`config.mk`:
```
export PLATFORM = sky130hd
export DESIGN_NAME = rf_hazard_scoreboard
export DESIGN_NICKNAME = d
export VERILOG_FILES = /design/src/rtl/rf_pkg.sv /design/src/rtl/sb_match.sv /design/src/rtl/rf_hazard_scoreboard.sv
export SDC_FILE = /design/constraint.sdc
export NUM_CORES = 1
export LEC_CHECK = 0
export BUFFER_PORTS_ARGS = -buffer_cell sky130_fd_sc_hd__buf_2
export CAP_MARGIN = 0
export CORE_MARGIN = 5
export CORE_UTILIZATION = 53
export CTS_CLUSTER_DIAMETER = 60
export DETAILED_ROUTE_END_ITERATION = 12
export PLACE_DENSITY_LB_ADDON = 0.08
export SLEW_MARGIN = 15
export SYNTH_ARGS = -nofsm -noshare
export SYNTH_HDL_FRONTEND = slang
export SYNTH_HIERARCHICAL = 1
export SYNTH_SLANG_ARGS = --single-unit
```
`constraint.sdc`:
```
create_clock -name clk -period 3.7 [get_ports clk]
set_input_delay 0.555 -clock clk [delete_from_list [all_inputs] [get_ports clk]]
set_output_delay 0.555 -clock clk [all_outputs]
set_load 0.01 [all_outputs]
```
`src/rtl/rf_pkg.sv`:
```
// rtl/rf_pkg.sv - shared register-file types for the hazard scoreboard
package rf_pkg;

  localparam int NUM_REGS = 8;
  localparam int REG_W    = 3;
  localparam int DATA_W   = 16;
  localparam int ENTRY_W  = REG_W + 1;

  // "reg" is a keyword, so the destination field is named rd
  typedef struct packed {
    logic             v;
    logic [REG_W-1:0] rd;
  } sb_entry_t;

endpackage

```
`src/rtl/sb_match.sv`:
```
// rtl/sb_match.sv - hit detection of one register index against the shadow pipeline
module sb_match
  import rf_pkg::*;
#(
  parameter int DEPTH = 3
) (
  input  logic [DEPTH*ENTRY_W-1:0] entries,
  input  logic [REG_W-1:0]         idx,
  input  logic                     excl_wb,
  output logic                     hit
);

  always_comb begin
    hit = 1'b0;
    for (int i = 0; i < DEPTH; i++) begin
      if (!(excl_wb && (i == DEPTH - 1)) &&
          entries[i*ENTRY_W + REG_W] &&
          (entries[i*ENTRY_W +: REG_W] == idx)) begin
        hit = 1'b1;
      end
    end
  end

endmodule

```
`src/rtl/rf_hazard_scoreboard.sv`:
```
// rtl/rf_hazard_scoreboard.sv - decode-side RAW stall and writeback cross-check for the 8x16b RF
module rf_hazard_scoreboard
  import rf_pkg::*;
#(
  parameter int DEPTH       = 3,
  parameter int BYPASS      = 1,
  parameter int FLUSH_DEPTH = 2
) (
  input  logic       clk,
  input  logic       rst,
  input  logic       issue_valid,
  input  logic       issue_wr_en,
  input  logic [2:0] issue_wr_reg,
  input  logic       rs_used,
  input  logic [2:0] rs_reg,
  input  logic       rt_used,
  input  logic [2:0] rt_reg,
  input  logic       advance,
  input  logic       flush,
  input  logic       wb_wr_en,
  input  logic [2:0] wb_reg,
  output logic       stall,
  output logic       rf_bypass_dis,
  output logic [7:0] pending,
  output logic       err
);

  // entry[0] is EX, entry[DEPTH-1] is WB
  sb_entry_t [DEPTH-1:0]     ent;
  logic [DEPTH*ENTRY_W-1:0] ent_flat;
  logic                     excl_wb;
  logic                     rs_hit;
  logic                     rt_hit;
  logic                     hazard;
  logic                     issue;
  logic                     wb_mismatch;

  assign ent_flat      = ent;
  assign excl_wb       = (BYPASS != 0);
  assign rf_bypass_dis = (BYPASS != 0) ? 1'b0 : 1'b1;

  sb_match #(.DEPTH(DEPTH)) u_rs_match (
    .entries (ent_flat),
    .idx     (rs_reg),
    .excl_wb (excl_wb),
    .hit     (rs_hit)
  );

  sb_match #(.DEPTH(DEPTH)) u_rt_match (
    .entries (ent_flat),
    .idx     (rt_reg),
    .excl_wb (excl_wb),
    .hit     (rt_hit)
  );

  assign hazard = (rs_used & rs_hit) | (rt_used & rt_hit);
  assign stall  = issue_valid & (hazard | ~advance);
  assign issue  = issue_valid & ~stall & ~flush;

  assign wb_mismatch = (wb_wr_en != ent[DEPTH-1].v) |
                       (ent[DEPTH-1].v & (wb_reg != ent[DEPTH-1].rd));

  always_ff @(posedge clk) begin
    if (rst) begin
      ent <= '0;
      err <= 1'b0;
    end else begin
      if (advance) begin
        ent[0].v  <= issue & issue_wr_en;
        ent[0].rd <= issue_wr_reg;
        for (int i = 1; i < DEPTH; i++) begin
          ent[i] <= ent[i-1];
        end
        if (wb_mismatch) begin
          err <= 1'b1;
        end
      end
      // later assignment wins over the shift, killing the youngest entries
      if (flush) begin
        for (int i = 0; i < FLUSH_DEPTH; i++) begin
          ent[i].v <= 1'b0;
        end
      end
    end
  end

  always_comb begin
    pending = '0;
    for (int i = 0; i < DEPTH; i++) begin
      for (int r = 0; r < NUM_REGS; r++) begin
        if (ent[i].v && (ent[i].rd == REG_W'(r))) begin
          pending[r] = 1'b1;
        end
      end
    end
  end

endmodule

```
# After elaboration in Yosys (flattened, before gate mapping)

Cells that the tools add are included.
Widths: inputs -> output; s select.

Bits in registers: 13
Bits in latches: 0
RAM bits: 0
Bits in read-only memories: 0
Input port bits: 21
Memories: 0

Add/sub/neg operators: 0
$mul: 0
Divide/modulo/power cells: 0
Magnitude comparators: 0
Eq/ne operators: 27
Shift-type cells: 0
Muxes and demuxes: 28
Bitwise gates (word level): 13
Reductions and logical operators: 33

Operator list:

| operator           | number |
|---|---|
| $eq 3x3->1 const B | 12 |
| $logic_and 1x1->1  | 28 |
| $mux 1             | 28 |
| $eq 3x2->1 const B | 6 |
| $eq 3x3->1         | 4 |
| $eq 3x1->1 const B | 3 |
| $logic_not 3->1    | 3 |
| $and 1x1->1        | 7 |
| $ne 3x3->1         | 1 |
| $not 1->1          | 3 |
| $or 1x1->1         | 3 |
| $reduce_and 2->1   | 1 |
| $reduce_or 2->1    | 1 |
| $ne 1x1->1         | 1 |

# Logic depth before layout (Yosys ltp)

Depth in word-level cells: 12
Depth in mapped cells: 6

# Cells and area by module

Netlist, hierarchy kept.

Modules (own cells, without submodules):

| module               | times used | cells each | area each (µm²) | seq. area each (µm²) |
|---|---|---|---|---|
| rf_hazard_scoreboard | 1          | 96         | 779.5           | 260.2 |
| sb_match             | 2          | 14         | 108.9           | 0.0 |

# Worst setup path before layout

No wires, ideal clock.

Path kind: input port to output port
From: input port rt_reg[0]
To: output port stall
Arrival: 1264 ps
Slack: 1881 ps
Stages on the path: 5
Path buffers: 0
Path through: xnor2_1 nand4_1 nand3_1 a22oi_1 a21boi_0

Word-level cells in the longest chain between the ends: 8
Elaborated cells between the ends (all ways): 10
Classes of those cells: 2 x eq/ne; 2 x mux; 4 x bitwise; 2 x reduce/logical

RTL lines:

| element           | line                       | text |
|---|---|---|
| start, declared   | rf_hazard_scoreboard.sv:17 | `input logic [2:0] rt_reg,` |
| $eq 3x3->1        | sb_match.sv:18             | `(entries[i*ENTRY_W +: REG_W] == idx)) begin` |
| $logic_and 1x1->1 | sb_match.sv:17             | `entries[i*ENTRY_W + REG_W] &&` |
| $mux 1            | sb_match.sv:16             | `if (!(excl_wb && (i == DEPTH - 1)) &&` |
| $mux 1 *          | sb_match.sv:16             |  |
| named net rt_hit  | rf_hazard_scoreboard.sv:33 | `logic rt_hit;` |
| $and 1x1->1 *     | rf_hazard_scoreboard.sv:56 | `assign hazard = (rs_used & rs_hit) \| (rt_used & rt_hit);` |
| $or 1x1->1 *      | rf_hazard_scoreboard.sv:56 |  |
| $or 1x1->1 *      | rf_hazard_scoreboard.sv:57 | `assign stall = issue_valid & (hazard \| ~advance);` |
| $and 1x1->1 *     | rf_hazard_scoreboard.sv:57 |  |
| end, declared     | rf_hazard_scoreboard.sv:22 | `output logic stall,` |

The timed path passes the listed nets; every way through them passes the cells marked *.

# Worst setup path in the final report

From: register ent[2] in the netlist's numbering
To: output port stall

Word-level cells in the longest chain between the ends: 8
Elaborated cells between the ends (all ways): 13
Classes of those cells: 2 x eq/ne; 4 x mux; 5 x bitwise; 2 x reduce/logical

RTL lines:

| element                         | line                       | text |
|---|---|---|
| start, declared                 | rf_hazard_scoreboard.sv:29 | `sb_entry_t [DEPTH-1:0] ent;` |
| start signal, assigned by index | rf_hazard_scoreboard.sv:72 | `ent[i] <= ent[i-1];` |
| $eq 3x3->1                      | sb_match.sv:18             |  |
| $logic_and 1x1->1               | sb_match.sv:17             |  |
| $mux 1 (2 in a row)             | sb_match.sv:16             |  |
| named net rt_hit                | rf_hazard_scoreboard.sv:33 |  |
| $and 1x1->1                     | rf_hazard_scoreboard.sv:56 |  |
| $or 1x1->1                      | rf_hazard_scoreboard.sv:56 |  |
| $or 1x1->1                      | rf_hazard_scoreboard.sv:57 |  |
| $and 1x1->1                     | rf_hazard_scoreboard.sv:57 |  |

The timed path passes the listed nets, and every way through them passes these cells.

==> impl_summary.md <==
Detailed routing
The number of iterations in the first detailed-routing pass is 4. The routed design has 2.44 mm of wire. Once detail routing completed, the nets flagged for antenna violations numbered 0.

After detailed routing, the number of vias per cell comes to approximately 5.4. The detailed router's first-iteration violation count is 9. The number of design rule violations left after detail routing is 0. The total vias in the final route is approximately 970. The post-detailed-route wirelength per cell is roughly 14 um.

Synthesis
After synthesis, the cell types taking the most area are sky130_fd_sc_hd__dfxtp_1 26%, sky130_fd_sc_hd__xnor2_1 16%, sky130_fd_sc_hd__mux2i_1 11%. The simple-gate portion of the synthesized area is 0.340. The share of the Yosys chip area taken by registers is 0.261. Counting flops with a built-in enable in the synthesized netlist gives 0.

The commonest cells after synthesis are 18 x sky130_fd_sc_hd__xnor2_1, 17 x sky130_fd_sc_hd__nand3_1, 14 x sky130_fd_sc_hd__nor2_1. The cell type with the largest total area after synthesis is sky130_fd_sc_hd__dfxtp_1. Of the post-synthesis cell area, the dominant cell type holds 0.261. The post-synthesis register bit count is 13.

In the post-synthesis netlist, the cell with the most instances is sky130_fd_sc_hd__xnor2_1. The average cell area after synthesis is 8.04 um2. The number of unique standard cell types used by synthesis is 27. The xor and xnor fraction of the mapped netlist area is 0.184. The main combinational cell family by area after synthesis is simple AND/OR/NAND/NOR gates. The post-synthesis compound-gate area fraction is 0.0615. Among all flip-flop cells after synthesis, the most frequent one is sky130_fd_sc_hd__dfxtp_1. Of the total synthesized cell area, the portion taken by full adders, half adders and majority gates is 0.

The mapped netlist covers 997 um2. Yosys printed 6 warnings. Synthesis handed over a netlist of roughly 120 instances.

Of all flip-flops after synthesis, the portion carrying an async set or reset was 0. The share of synthesized area spent on multiplexers is 0.110.

Die
The die covers 2850 um2. The die is 53.4 um wide. The core area is 1760 um2. The die height is about 53 um. The initial utilization of the core area, before any placement, comes to 0.565. In this run the core area contains 15 standard-cell rows. The number of top-level pins is 32.

Clocking
The total of hold buffers inserted after clock tree synthesis is 0. The CTS tree is done. The H-tree depth is 1. Counting along the longest clock path gives a buffer depth of 2. The post-CTS setup-driven buffer insertion count is 0. The total CTS buffers is 3. The root buffer cell is sky130_fd_sc_hd__clkbuf_4. For this design, the sink count on the clock tree is 13.

Clock-pin slew was measured on the worst setup and hold paths at 0.07 ns. The clock latency reported for the late side of the worst-skew pair is 0.26 ns. Gates resized during post-CTS repair numbered 0.

Setup path
Traced cell by cell, the critical path runs through xnor2_1 -> nand4_1 -> nand3_1 -> a22oi_1 -> a21boi_0 -> buf_2. The data arrival time of the critical path is about 1.7 ns. By startpoint and endpoint, the worst setup path is classified as flop to output port. STA puts the critical path data required time at about 3.1 ns. Of all nets on the critical path, the largest fanout is 9.

The critical path capture point type is an output port. The worst setup path is launched from a flop. The slowest stage of the critical path is the sky130_fd_sc_hd__dfxtp_1 cell. The largest single stage delay on the critical path is 0.56 ns.

GRT
The global-route track usage on met2 is 0.320. The total overflow left after global routing is 0. The global routing usage on met3 is 0.0169.

The global-route total usage across every layer is 0.187. The pin count of the biggest net entering global routing is 16. The wire length of the first global-routing pass is 3.97 mm. The met1 capacity usage during global routing is 0.239. The busiest layer in global routing is met2. The initial antenna violation count is 0.

The number of global-route vias before repair was 916.

Pwr
The part of the total power dissipated in sequential elements is 0.532. The analysis attributes to net switching a power of 0.0000781 W. In this run the power density over the cells is 250 nW/um2.

The internal power of the cells totals 0.000215 W. The static leakage power is 0.524 nW. The power share of the combinational group is 0.187. The maximum VDD drop is 0.239 mV. The portion of total power attributed to the clock network is 0.282. Of the total power, the share spent switching nets is 0.266.

Placed design
The minimum setup slack after placement is 1.58 ns. The congestion estimate from routability-driven global placement came to 0.875. The wire-length estimate of the detail-placed layout is 1.83 mm. The total of buffers placed on input and output ports is 30.

Flow run
Across the run, the number of max-cap violations was 0.

Timing
The final hold violation count is 0. The worst path setup slack after routing is between 1 and 1.5 ns. The total count of max-transition violations in the final report was 0. Of the available clock period, the critical path in the final layout requires 0.612. The achievable frequency is approximately 0.44 GHz.

Adding up every negative setup slack in the final design gives 0 ns. The final setup violation count is 0. Setup repair after global routing left no endpoint under its margin. The final setup skew is about 0.0031 ns. The shortest period the worst path allows is 2.26 ns.

Finish
Summing all multi-input logic gate instances after layout gives 706 um2. The layout has 169 filler cells. The flip-flop and latch area is between 200 and 300 um2. 0 antenna diodes ended up in the layout. The post-layout net count is 176. Relative to the synthesized area, the layout overhead comes to 17.7%. In the final layout, the share of cells above drive strength 1 is 0.234.

Run status
The flow ran to the end, and the final reports show no timing, DRC or antenna violations.

Min path
The path type of the worst min-delay path is input pin to flop.
[registers in the layout, summed over array words and instances (netlist names)]
| signal | flops |
|---|---|
| err | 1 |
| ent | 12 |
[layout by cell type (no fill, tap or decap)]
master	n
sky130_fd_sc_hd__mux2i_1	11
sky130_fd_sc_hd__nor2b_2	1
sky130_fd_sc_hd__nand2b_1	1
sky130_fd_sc_hd__buf_2	30
sky130_fd_sc_hd__xnor2_1	18
sky130_fd_sc_hd__and2b_4	1
sky130_fd_sc_hd__a22oi_1	4
sky130_fd_sc_hd__clkbuf_4	3
sky130_fd_sc_hd__o311ai_0	1
sky130_fd_sc_hd__nor3_1	2
sky130_fd_sc_hd__nand3b_1	1
sky130_fd_sc_hd__nor2_1	14
sky130_fd_sc_hd__xor2_1	3
sky130_fd_sc_hd__o21a_1	1
sky130_fd_sc_hd__nand3_1	17
sky130_fd_sc_hd__nor2b_1	4
sky130_fd_sc_hd__and2b_1	4
sky130_fd_sc_hd__a21boi_0	1
sky130_fd_sc_hd__nand4_1	10
sky130_fd_sc_hd__and2b_2	1
sky130_fd_sc_hd__nor4_1	1
sky130_fd_sc_hd__dfxtp_1	13
sky130_fd_sc_hd__conb_1	3
sky130_fd_sc_hd__a211oi_1	1
sky130_fd_sc_hd__clkbuf_1	1
sky130_fd_sc_hd__nand2_1	7
[power by group through the flow]
| stage | logic (W) | registers [W] | clock network, W |
|---|---|---|---|
| after floorplan | 0.0000368 | 0.000156 | 0 |
| after global placement | 0.0000521 | 0.000159 | 0 |
| after detailed placement | 0.0000543 | 0.000159 | 0 |
| after CTS | 0.0000544 | 0.000156 | 0.0000859 |
| after global routing | 0.0000597 | 0.000158 | 0.0000940 |
| final | 0.0000547 | 0.000156 | 0.0000826 |
[cell type report]
cell class / instances / area share
Multi-Input combinational cell: 107 / 0.601
Clock buffer: 4 / 0.0224
Timing Repair Buffer: 30 / 0.128
Sequential cell: 13 / 0.222
Tap cell: 25 / 0.0267
[metal layers]
metal / share of wire / routed length, um / vias to the layer above
li1: - / - / 496
met3: 0.065 / 158 / 2
met4: 0.0049 / 12 / 0
met5: 0 / 0 / -
met1: 0.44 / 1080 / 440
met2: 0.49 / 1190 / 29
[cells by family after synthesis]
family / after synthesis
AO/OA/AOI/OAI: 8
other: 2
AND/OR/NAND/NOR: 64
XOR/XNOR: 21
flip-flops: 13
buffers and inverters: 5
multiplexers: 11
[per-stage QoR]
stage          std cells  hold slack [ns]  total power [W]   util  area [um2]
3_5_place_dp         175            0.499         0.000214  0.650        1150
4_1_cts              179            0.459         0.000296  0.665        1170
2_1_floorplan        125            0.523         0.000193      -        1000
3_3_place_gp         175            0.492         0.000211  0.650        1150
5_1_grt              179            0.448         0.000311  0.665        1170
6_report             179            0.467         0.000293  0.665        1170
[final timing paths]
| path | slack [ns] | endpoint | startpoint | depth (start not counted) |
|---|---|---|---|---|
| setup reg to reg | 2.07 | ent[3]$_SDFFE_PP0P_ | ent[2]$_SDFFE_PP0P_ | 6 |
| hold reg to reg | 0.51 | err$_SDFFE_PP0P_ | err$_SDFFE_PP0P_ | 2 |
| setup / recovery | 1.44 | stall | ent[2]$_SDFFE_PP0P_ | 6 |
| hold / removal | 0.47 | ent[7]$_SDFFE_PP0P_ | flush | 2 |
[critical path: cells and delay by family, from the launching register on]
family / cells / cell delay, ns
compound gates: 2 / 0.40
xor+xnor: 1 / 0.13
buf+inv: 1 / 0.17
flops: 1 / 0.56
simple gates: 2 / 0.19
(Power assumes the default switching activity.)
